**config.mk**
```make
export PLATFORM = sky130hd
export DESIGN_NAME = risc_controller
export DESIGN_NICKNAME = d
export VERILOG_FILES = /design/src/rtl/risc_pkg.sv /design/src/rtl/risc_phase_cnt.sv /design/src/rtl/risc_controller.sv
export SDC_FILE = /design/constraint.sdc
export NUM_CORES = 1
export LEC_CHECK = 0
export CAP_MARGIN = 20
export CELL_PAD_IN_SITES_DETAIL_PLACEMENT = 0
export CELL_PAD_IN_SITES_GLOBAL_PLACEMENT = 1
export CORE_ASPECT_RATIO = 0.7
export CORE_MARGIN = 4
export CORE_UTILIZATION = 37
export CTS_CLUSTER_SIZE = 20
export DETAILED_ROUTE_END_ITERATION = 10
export PLACE_DENSITY = 0.92
export SLEW_MARGIN = 20
export SYNTH_ARGS = -nofsm -noshare
export SYNTH_HDL_FRONTEND = slang
export SYNTH_SLANG_ARGS = --single-unit
```
**constraint.sdc**
```tcl
create_clock -name clk -period 3.3 [get_ports clk]
set_input_delay 0.66 -clock clk [delete_from_list [all_inputs] [get_ports clk]]
set_output_delay 0.66 -clock clk [all_outputs]
set_load 0.01 [all_outputs]
```
**src/rtl/risc_pkg.sv**
```systemverilog
// Shared VeriRISC definitions: opcode encodings, controller phases and the
// ALU-operation membership test used by the controller's strobe decode.
package risc_pkg;

  localparam logic [2:0] HLT = 3'd0;
  localparam logic [2:0] SKZ = 3'd1;
  localparam logic [2:0] ADD = 3'd2;
  localparam logic [2:0] AND = 3'd3;
  localparam logic [2:0] XOR = 3'd4;
  localparam logic [2:0] LDA = 3'd5;
  localparam logic [2:0] STO = 3'd6;
  localparam logic [2:0] JMP = 3'd7;

  typedef enum logic [2:0] {
    INST_ADDR,
    INST_FETCH,
    INST_LOAD,
    IDLE,
    OP_ADDR,
    OP_FETCH,
    ALU_OP,
    STORE
  } phase_t;

  // Opcodes whose operand is read from memory and written back through the ALU.
  function automatic logic is_aluop(input logic [2:0] op);
    return op inside {ADD, AND, XOR, LDA};
  endfunction

endpackage

```
**src/rtl/risc_phase_cnt.sv**
```systemverilog
// Eight-phase instruction sequencer: advances one phase per clock, wrapping
// STORE back to INST_ADDR, and freezes while hold is asserted.
module risc_phase_cnt
  import risc_pkg::*;
(
  input  logic   clk,
  input  logic   rst_n,
  input  logic   hold,
  output phase_t phase
);

  // NOTE: clocked state uses non-blocking assignments so every register
  // samples pre-edge values regardless of process evaluation order.
  always_ff @(posedge clk or negedge rst_n) begin
    if (!rst_n) begin
      phase <= INST_ADDR;
    end else if (!hold) begin
      phase <= phase_t'(3'(phase + 3'd1));
    end
  end

endmodule

```
**src/rtl/risc_controller.sv**
```systemverilog
// VeriRISC instruction-sequencing controller: phase machine, halt state,
// retired-instruction counter and datapath strobe decode.
// Optional: define CTRL_STEP_EN to add a `step` input that resumes from HLT.
module risc_controller
  import risc_pkg::*;
#(
  parameter int ICNT_W = 16
) (
  input  logic              clk,
  input  logic              rst_n,
  input  logic [2:0]        opcode,
  input  logic              zero,
`ifdef CTRL_STEP_EN
  input  logic              step,
`endif
  output logic              sel,
  output logic              rd,
  output logic              ld_ir,
  output logic              inc_pc,
  output logic              halt,
  output logic              ld_pc,
  output logic              data_e,
  output logic              ld_ac,
  output logic              wr,
  output logic [2:0]        phase,
  output logic [ICNT_W-1:0] instr_cnt
);

  phase_t phase_q;
  logic   halted;
  logic   halt_set;
  logic   resume;
  logic   aluop;

  // The phase stays put on the resume edge, so HLT completes from OP_FETCH.
  risc_phase_cnt u_phase_cnt (
    .clk   (clk),
    .rst_n (rst_n),
    .hold  (halted),
    .phase (phase_q)
  );

  assign phase    = phase_q;
  assign aluop    = is_aluop(opcode);
  assign halt_set = !halted && (phase_q == OP_ADDR) && (opcode == HLT);

`ifdef CTRL_STEP_EN
  assign resume = halted && step;
`else
  assign resume = 1'b0;
`endif

  always_ff @(posedge clk or negedge rst_n) begin
    if (!rst_n) begin
      halted <= 1'b0;
    end else if (resume) begin
      halted <= 1'b0;
    end else if (halt_set) begin
      halted <= 1'b1;
    end
  end

  // An instruction retires on the STORE -> INST_ADDR transition only.
  always_ff @(posedge clk or negedge rst_n) begin
    if (!rst_n) begin
      instr_cnt <= '0;
    end else if (!halted && (phase_q == STORE)) begin
      instr_cnt <= instr_cnt + ICNT_W'(1);
    end
  end

  always_comb begin
    // NOTE: every output gets a default before the case so no path through
    // this block leaves a strobe unassigned and infers a latch.
    sel    = 1'b0;
    rd     = 1'b0;
    ld_ir  = 1'b0;
    inc_pc = 1'b0;
    halt   = 1'b0;
    ld_pc  = 1'b0;
    data_e = 1'b0;
    ld_ac  = 1'b0;
    wr     = 1'b0;
    if (halted) begin
      halt = 1'b1;
    end else begin
      case (phase_q)
        INST_ADDR: begin
          sel = 1'b1;
        end
        INST_FETCH: begin
          sel = 1'b1;
          rd  = 1'b1;
        end
        INST_LOAD, IDLE: begin
          sel   = 1'b1;
          rd    = 1'b1;
          ld_ir = 1'b1;
        end
        OP_ADDR: begin
          inc_pc = 1'b1;
          halt   = (opcode == HLT);
        end
        OP_FETCH: begin
          rd = aluop;
        end
        ALU_OP: begin
          rd     = aluop;
          inc_pc = (opcode == SKZ) && zero;
          ld_pc  = (opcode == JMP);
          data_e = (opcode == STO);
        end
        STORE: begin
          rd     = aluop;
          ld_ac  = aluop;
          ld_pc  = (opcode == JMP);
          wr     = (opcode == STO);
          data_e = (opcode == STO);
        end
      endcase
    end
  end

endmodule
```
======== Word-level counts from Yosys, hierarchy flattened ========
Index checks and enable logic that the tools add are counted.
word-level totals
  register bits after elaboration ......... 20
  bits in latches ......................... 0
  memory bits (writable) .................. 0
  memory bits (read-only) ................. 0
  input port bits ......................... 6
  output and inout bits ................... 28
  memories kept ........................... 0
operators by class
  add/sub/neg operators ................... 2
  $mul .................................... 0
  div/mod/pow operators ................... 0
  order comparisons ....................... 0
  eq/ne operators ......................... 14
  shift operators ......................... 0
  mux-type cells .......................... 18
  bitwise gates (word level) .............. 0
  reduce and logical (&&, ||, !) cells .... 13
operator list
  kind                     count
  $eq A3 B3 Y1 const B     8
  $add A16 B1 Y16 const B  1
  $mux W1                  16
  $eq A3 B2 Y1 const B     4
  $eq A3 B1 Y1 const B     2
  $logic_not A3 Y1         2
  $reduce_or A3 Y1         2
  $logic_and A1 B1 Y1      4
  $pmux W1 S2              2
  $reduce_bool A4 Y1       1
  $reduce_or A2 Y1         2
  $reduce_or A4 Y1         1
  $add A3 B1 Y3 const B    1
  $logic_not A1 Y1         1

======== Longest topological paths before layout ========
Gate-level depths: netlist (run 1).
  depth in word-level cells ............... 4
  depth in mapped cells ................... 7

======== Hierarchy ========
A second synthesis (run 1) with hierarchy kept.
unflattened totals
  cell total of the unflattened synthesis .. 86
  area, all modules ....................... 1004.7 um^2
modules (own cells, without submodules)
  module           times used  cells each  area each (um^2)
  risc_controller  1           78          870.8
  risc_phase_cnt   1           8           133.9

======== Worst setup path after synthesis (run 1) ========
Ideal clock, no wire load.
  kind .................................... input-to-output
  start point ............................. input port opcode[1]
  end point ............................... output port inc_pc
  data arrival time ....................... 1.421 ns
  path slack .............................. 1.219 ns
  cell stages on the path ................. 3
  buffers on the path ..................... 0
  cells stage by stage .................... nor3_1 -> a41oi_1 -> nor4_1
between the ends
  cells in the longest elaborated chain, start to end .. 4
RTL lines
  item                 line                    text
  from (decl)          risc_controller.sv:11   input logic [2:0] opcode,
  $eq A3 B1 Y1         risc_controller.sv:109  inc_pc = (opcode == SKZ) && zero;
  $logic_and A1 B1 Y1  risc_controller.sv:109
  $pmux W1 S2          risc_controller.sv:87   case (phase_q)
  $mux W1              risc_controller.sv:84   if (halted) begin
  to (decl)            risc_controller.sv:19   output logic inc_pc,
Every way passes these cells.

======== Worst setup path in the final report (run 1) ========
Ends and elaborated chain as after synthesis.

==> reports/qor.txt, run 1 <==
top cells by area, synth = dfrtp_1 (46%), xnor2_1 (8.9%), ha_1 (8.1%)
largest family of logic cells by synthesized area = simple AND/OR/NAND/NOR gates
CTS tree = done
Slew Viols, Final = 0
sequential area share after synthesis = 46.1%
initial DRC count = 31
largest net degree at the start of global routing = 21
post-DR wirelength/cell = 14.6 µm
root buf cell = clkbuf_8
leakage = 0.668 nW
io pins = 34
DR vias/cell = 5.01
total global-route track usage = 14.9%
final setup vio count = 0
Seq cells post-synth = 20
Post-synth top cells = dfrtp_1 (20), nand2_1 (11), xnor2_1 (11)
Routed Wire Length = 2570 µm
TritonRoute pass-1 iters = 4
GPL Wtd Cong = 0.746
fin crit share = 94.0%
count leader, synth = dfrtp_1
I/O Buffers = 33
Max-Cap Viols = 0
synthesis-to-layout area growth = 38.6%
ys async rst share = 100%
worst-margin pin slew = 891 ps
Via Count = 881
Starting Density = 38.8%
clock sinks = 20
CTS max path bufs = 2
synthesized area per cell = 10.3 µm²
layout cells sized above 1 = 8.57%
Nets = 154
synthesized instance count = 105
share of the synthesized area in the top cell type = 46.1%
Syn Nets = 118
H-tree levels = 1
crit path capture type = output pin
CTS Hold Bufs = 0
initial antenna violation count = 0
fmax = 322 MHz
Yosys warning count = 0
Core Region = 0.00280 mm²
worst reg2reg path depth = 6
WHS = 468 ps
Die Wd = 72.8 µm
Main synth FF type = dfrtp_1
RSZ-0062 raised after global routing = false
Post-Synth Simple-Gate Area = 21.9%
minimum clock period = 3100 ps
Residual DRC = 0
area leader, netlist = dfrtp_1
outcome = complete, no violations
Slew Limit Headroom = 40.4%
first-pass GRT wire length = 4310 µm
placed wire-length estimate = 2010 µm
worst-skew pair later-pin latency = 260 ps
Ant. Diodes = 0
Post-DP Area = 0.00145 mm²
Distinct cells, synth = 29
Post-synth EDFFs = 0
worst vdd ir = 0.310 mV
die area = 0.00388 mm²
synthesized area = 0.00109 mm²
TNS Setup = 0 ps
hold-critical path depth = 1
DIE HEIGHT = 53.3 µm
post-route ant nets = 0
xor and xnor area share after synthesis = 13.7%
vias in the first global route = 886
total gr overflow = 0
CP required = 2640 ps
# resized after CTS = 0
final hold vios = 0
CP arrival = 2440 ps
clk_skew = 1.31 ps
Setup Buffers After CTS = 0
Design Area, Final = 0.00151 mm²
Rows = 16
Worst-path clk slew = 70 ps
mux cell area share after synthesis = 1.04%
HP Class = register to register
compound-gate portion of the synthesized area = 5.76%
CP Launch Type = primary input
adder-cell area share of the yosys netlist = 8.06%
CTS Buf Count = 3
crit path kind = primary input to output pin
Worst Path Max Fanout = 3
PD cells = 686 mW/mm²
-- metrics by stage --
step | power (mW) | worst slack (ps) | instances | utilization (%)
after detailed placement | 0.846 | 208 | 172 | 51.7
after floorplan | 0.610 | 1220 | 105 | -
final | 1.03 | 197 | 176 | 53.7
after CTS | 1.04 | 208 | 176 | 53.7
after global routing | 1.10 | 74.3 | 176 | 53.7
after global placement | 0.822 | 333 | 172 | 51.7
-- metal layers --
metal,GRT usage (%),wire length [µm]
met3,3.61,74
met2,25.1,1230
met5,0,0
met1,18.7,1210
met4,5.21,47
-- layout by cell type (no fill, tap or decap), types with 2 or more instances in the layout --
| master | instances |
|---|---|
| nand3_1 | 2 |
| ha_1 | 7 |
| a31o_2 | 2 |
| nand4_1 | 3 |
| xor2_1 | 6 |
| a21oi_1 | 5 |
| clkbuf_8 | 4 |
| xnor2_1 | 11 |
| clkdlybuf4s50_1 | 33 |
| nor3_1 | 6 |
| nor4_1 | 3 |
| inv_1 | 7 |
| nor2_1 | 6 |
| nand2_1 | 11 |
| dfrtp_1 | 20 |
-- kinds of logic (layout without fill, tap and decap cells) --
| family | Yosys count | in the layout |
|---|---|---|
| XOR/XNOR | 17 | 17 |
| AO/OA/AOI/OAI | 10 | 10 |
| adder cells (fa/ha/maj) | 7 | 7 |
| flip-flops | 20 | 20 |
| buffers and inverters | 9 | 44 |
| multiplexers | 1 | 1 |
| AND/OR/NAND/NOR | 41 | 41 |
-- power by group --
group / internal (mW) / leakage, nW / switching, mW
Sequential: 0.295 / 0.266 / 0.0897
Clock: 0.106 / 0.0288 / 0.0839
Combinational: 0.249 / 0.374 / 0.209
-- critical path, stage by stage --
cell and delay (ps):
clkdlybuf4s50_1 460, nor3_1 350, a41oi_1 170, nor4_1 210
clkdlybuf4s50_1 590
-- cell type report --
| type | instances | area, µm² |
|---|---|---|
| Clock buffer | 4 | 55.1 |
| Fill cell | 250 | 1300 |
| Inverter | 7 | 26.3 |
| Multi-Input combinational cell | 76 | 548 |
| Sequential cell | 20 | 500 |
| Tap cell | 36 | 45.0 |
| Timing Repair Buffer | 33 | 330 |
-- registers in the layout, summed over array words and instances, names as in the netlist --
signal / count
u_phase_cnt.phase: 3
halted: 1
instr_cnt: 16
-- worst paths after layout --
| path | slack (ps) | end | from |
|---|---|---|---|
| min in group asynchronous | 900 | instr_cnt[13] | rst_n |
| max | 200 | inc_pc | opcode[1] |
| max in group asynchronous | 1860 | instr_cnt[1] | rst_n |
| min reg2reg | 470 | instr_cnt[15] | instr_cnt[15] |
| max reg2reg | 1290 | instr_cnt[14] | u_phase_cnt.phase[0] |
| min | 470 | instr_cnt[15] | instr_cnt[15] |
Note: power is estimated with default switching activity, not from simulation.
==> run 2, diff against run 1 <==
- CORE_UTILIZATION: 37 -> 45
- DONT_BUFFER_PORTS: unset -> 1
- GPL_ROUTABILITY_DRIVEN: unset -> 0
- PLACE_DENSITY: 0.92 -> 0.84
==> run 2 against run 1 <==
  * Wire length decreased by 18%
  * Critical endpoint is now data_e
  * Hold slack worse by 420 ps
  * Utilization fell by 2.6 points
  * Sequential share of layout area is 11 points higher
  * Clock power down 42%
  * Combinational power is 43% lower
==> reports/qor.txt, run 2 (synthesized netlist as in run 1, its figures left out) <==
outcome = complete, no violations
largest net degree at the start of global routing = 21
wire length on met2 = 963 µm
Slew Viols, Final = 0
crit path from = u_phase_cnt.phase[0]
Slew Limit Headroom = 61.7%
most common cell after layout, fill and taps aside = dfrtp_1
Design Area, Final = 0.00114 mm²
Rows = 14
HP Class = primary input to async pin
Fillers = 218
Post-DP Area = 0.00111 mm²
root buf cell = clkbuf_4
# resized after CTS = 0
Via Count = 744
Worst-path clk slew = 100 ps
CTS Hold Bufs = 0
final worst setup slack = 789 ps
Nets = 121
Worst Path Max Fanout = 6
minimum clock period = 2510 ps
worst-skew pair later-pin latency = 290 ps
biggest regs = instr_cnt: 16 flops, u_phase_cnt.phase: 3 flops, halted: 1 flops
highest metal used = met4
CP arrival = 1850 ps
crit path capture type = output pin
Setup Buffers After CTS = 0
CP Launch Type = register
Starting Density = 48.8%
CTS tree = done
worst r2r src = u_phase_cnt.phase[0]
WHS = 44.2 ps
io pins = 34
RSZ-0062 raised after global routing = false
TritonRoute pass-1 iters = 4
final hold vios = 0
Die Wd = 66.7 µm
post-route ant nets = 0
I/O Buffers = 0
first-pass GRT wire length = 3750 µm
synthesis-to-layout area growth = 4.72%
worst-margin pin slew = 569 ps
clock sinks = 20
fmax = 398 MHz
PD cells = 686 mW/mm²
post-DR wirelength/cell = 15.2 µm
multi-input logic area = 548 µm²
Largest Register = instr_cnt
metal3 WL = 164 µm
layout cells sized above 1 = 10.4%
clk_skew = 5.93 ps
CP required = 2640 ps
Ant. Diodes = 0
leakage = 0.535 nW
die area = 0.00328 mm²
Core Region = 0.00222 mm²
Residual DRC = 0
initial DRC count = 30
CTS Buf Count = 3
final setup vio count = 0
H-tree levels = 1
fin cells = 138
DR vias/cell = 5.39
worst slack, placed = 1110 ps
crit path kind = register to output pin
Routed Wire Length = 2100 µm
register area = 500 µm²
total gr overflow = 0
placed wire-length estimate = 1630 µm
total global-route track usage = 14.9%
Max-Cap Viols = 0
DIE HEIGHT = 49.1 µm
M1 WL = 958 µm
CTS max path bufs = 2
worst vdd ir = 0.420 mV
max FFs per register = 16
initial antenna violation count = 0
commonest non-fill, non-tap cells in the layout = dfrtp_1 (20), nand2_1 (11), xnor2_1 (11), inv_1 (7), ha_1 (7)
TNS Setup = 0 ps
fin crit share = 76.1%
Cells after DPL = 135
vias in the first global route = 802
## run 2: cell count changes in the layout (fill, tap and decap cells not counted), sizes merged
cell | before | now
clkdlybuf4s50 | 33 | 0
clkbuf | 4 | 3
## run 2: cell type report
cell class	count	area share (%)
inverters	7	2.31
multi-input cells	76	48.2
flip-flops and latches	20	44.0
clock buffers	3	1.98
well taps	32	3.52
## run 2: critical path: stages (launching register included)
cell and delay (ps):
dfrtp_1 530, ha_1 240, ha_1 260, a21oi_1 80, nor4_1 450
## run 2: final timing paths
path	endpoint	slack (ps)	cells after the start
max	data_e	790	4
min	instr_cnt[15]	40	0
max reg2reg	instr_cnt[15]	1210	6
min reg2reg	instr_cnt[9]	570	1
max in group asynchronous	instr_cnt[6]	3180	0
min in group clk	instr_cnt[9]	570	1
## run 2: metal layers
layer | up-vias | track usage [%]
li1 | 364 | -
met1 | 359 | 18.3
met2 | 19 | 23.2
met3 | 2 | 6.68
met4 | 0 | 4.73
met5 | - | 0
## run 2: power by group
part	internal, mW	switching (mW)	leakage (nW)
registers	0.294	0.115	0.266
logic	0.120	0.140	0.255
clock network	0.0425	0.0674	0.0138
## run 2: through the flow
stage / utilization [%] / total power [mW]
final: 51.1 / 0.780
after global routing: 51.1 / 0.856
after CTS: 51.1 / 0.790
after detailed placement: 50.1 / 0.678
after global placement: 50.1 / 0.663
after floorplan: - / 0.610
==> run 3, diff against run 2 <==
- clock period: 3.3 -> 2.45 ns (I/O delays scaled with it)
==> run 3 against run 2 <==
  * Sequential power grew 35%
  * Global-route usage shrank 0.46 points
  * Worst setup slack lost 680 ps
  * Die area is the same
  * Cell count grew 0.72%
  * Power grew 38%
  * Utilization grew 0.96 points
  * Critical path type unchanged
  * Largest power group unchanged
  * Highest routed layer unchanged
==> reports/qor.txt, run 3 (synthesized netlist as in run 1, its figures left out) <==
outcome = complete, no violations
largest net degree at the start of global routing = 21
total gr overflow = 0
minimum clock period = 2340 ps
critical-path cell list = ha_1 -> ha_1 -> a21oi_1 -> nor4_1
DIE HEIGHT = 49.1 µm
TritonRoute pass-1 iters = 4
worst-margin pin slew = 903 ps
I/O Buffers = 0
crit path kind = register to output pin
Routed Wire Length = 2150 µm
root buf cell = clkbuf_4
cell family with most CP delay = flip-flops
H-tree levels = 1
Critical Path Most Common Cell = ha_1
Die Wd = 66.7 µm
synthesis-to-layout area growth = 6.68%
register area = 500 µm²
Nets = 122
layout cells sized above 1 = 12.1%
final hold vios = 0
clk_skew = 5.88 ps
post-route ant nets = 0
max FFs per register = 16
GR Util met1 = 19.9%
clock sinks = 20
met3 usage in global routing = 7.14%
Starting Density = 48.8%
CTS Buf Count = 3
Rows = 14
io pins = 34
Via Count = 757
Slew Limit Headroom = 39.6%
GR peak layer = met1
CTS tree = done
multi-input logic area = 559 µm²
leakage = 0.540 nW
Post-DP Area = 0.00111 mm²
max incr delay on CP = 530 ps
worst vdd ir = 0.665 mV
worst-skew pair later-pin latency = 300 ps
placed wire-length estimate = 1590 µm
biggest regs = instr_cnt: 16 flops, u_phase_cnt.phase: 3 flops, halted: 1 flops
CP required = 1960 ps
Worst-path clk slew = 110 ps
DR vias/cell = 5.45
Ant. Diodes = 0
fin cells = 139
fmax = 427 MHz
fin crit share = 95.5%
post-DR wirelength/cell = 15.4 µm
commonest non-fill, non-tap cells in the layout = dfrtp_1 (20), nand2_1 (11), xnor2_1 (11), inv_1 (7), ha_1 (7)
initial DRC count = 16
first-pass GRT wire length = 3550 µm
most common cell after layout, fill and taps aside = dfrtp_1
CTS max path bufs = 2
Max-Cap Viols = 0
Worst Path Buf+Inv = 0
die area = 0.00328 mm²
Largest Register = instr_cnt
Residual DRC = 0
vias in the first global route = 694
initial antenna violation count = 0
Cells after DPL = 135
Setup Buffers After CTS = 0
Slew Viols, Final = 0
CP arrival = 1850 ps
Design Area, Final = 0.00116 mm²
CP Launch Type = register
final setup vio count = 0
Max stage delay cell, worst path = dfrtp_1
Fillers = 205
met2 usage = 19.2%
PD cells = 928 mW/mm²
total global-route track usage = 14.4%
Core Region = 0.00222 mm²
Worst Path Max Fanout = 6
HP Class = primary input to register
crit path capture type = output pin
==> run 3: area by class of cell <==
type                       count  area share, %
multi-input combinational     76           48.3
sequential                    20           43.2
tap                           32           3.46
inverter                       7           2.27
clock buffer                   3           1.94
timing repair buffer           1          0.864
==> run 3: through the flow <==
step,utilization (%),hold WS [ps],total power [mW],TNS [ps],setup slack [ps]
after floorplan,-,194,0.821,0,620
after global placement,50.1,195,0.909,0,417
after detailed placement,50.1,195,0.904,0,434
after CTS,51.6,436,1.07,0,93.2
after global routing,52.1,432,1.17,-9.76,-9.76
final,52.1,434,1.08,0,110
==> run 3: final timing paths <==
kind                                           start            end  cells past startpoint  slack, ps
worst min-delay path                       opcode[0]         halted                      2        430
min in group asynchronous                      rst_n         halted                      1        750
max in group asynchronous                      rst_n   instr_cnt[5]                      1       1150
worst max register to register  u_phase_cnt.phase[0]  instr_cnt[15]                      6        370
worst max-delay path            u_phase_cnt.phase[0]         data_e                      4        110
worst min register to register         instr_cnt[15]  instr_cnt[15]                      1        560
==> run 3: worst reg2reg max path, cell delays in order (launching register included) <==
cell and delay (ps):
dfrtp_1 530, ha_1 240, ha_1 250, and4b_1 370, nand3_2 180, nor4_4 250
xor2_1 180
==> run 3: what timing repair did <==
| item | in CTS | in global routing |
|---|---|---|
| hold buffers | 1 | 0 |
| hold endpoints to repair | 20 | 0 |
| endpoints found under the setup margin | 0 | 2 |
| gates resized for setup | 0 | 2 |
==> run 3: power by group <==
part | internal (mW) | switching (mW)
combinational | 0.164 | 0.201
sequential | 0.396 | 0.155
clock | 0.0574 | 0.101
==> run 3: metal layers <==
metal / wire length [µm] / vias to the layer above / share of wire, %
li1: - / 366 / -
met1: 1040 / 368 / 48
met2: 903 / 19 / 42
met3: 171 / 4 / 8.0
met4: 32 / 0 / 1.5
met5: 0 / - / 0
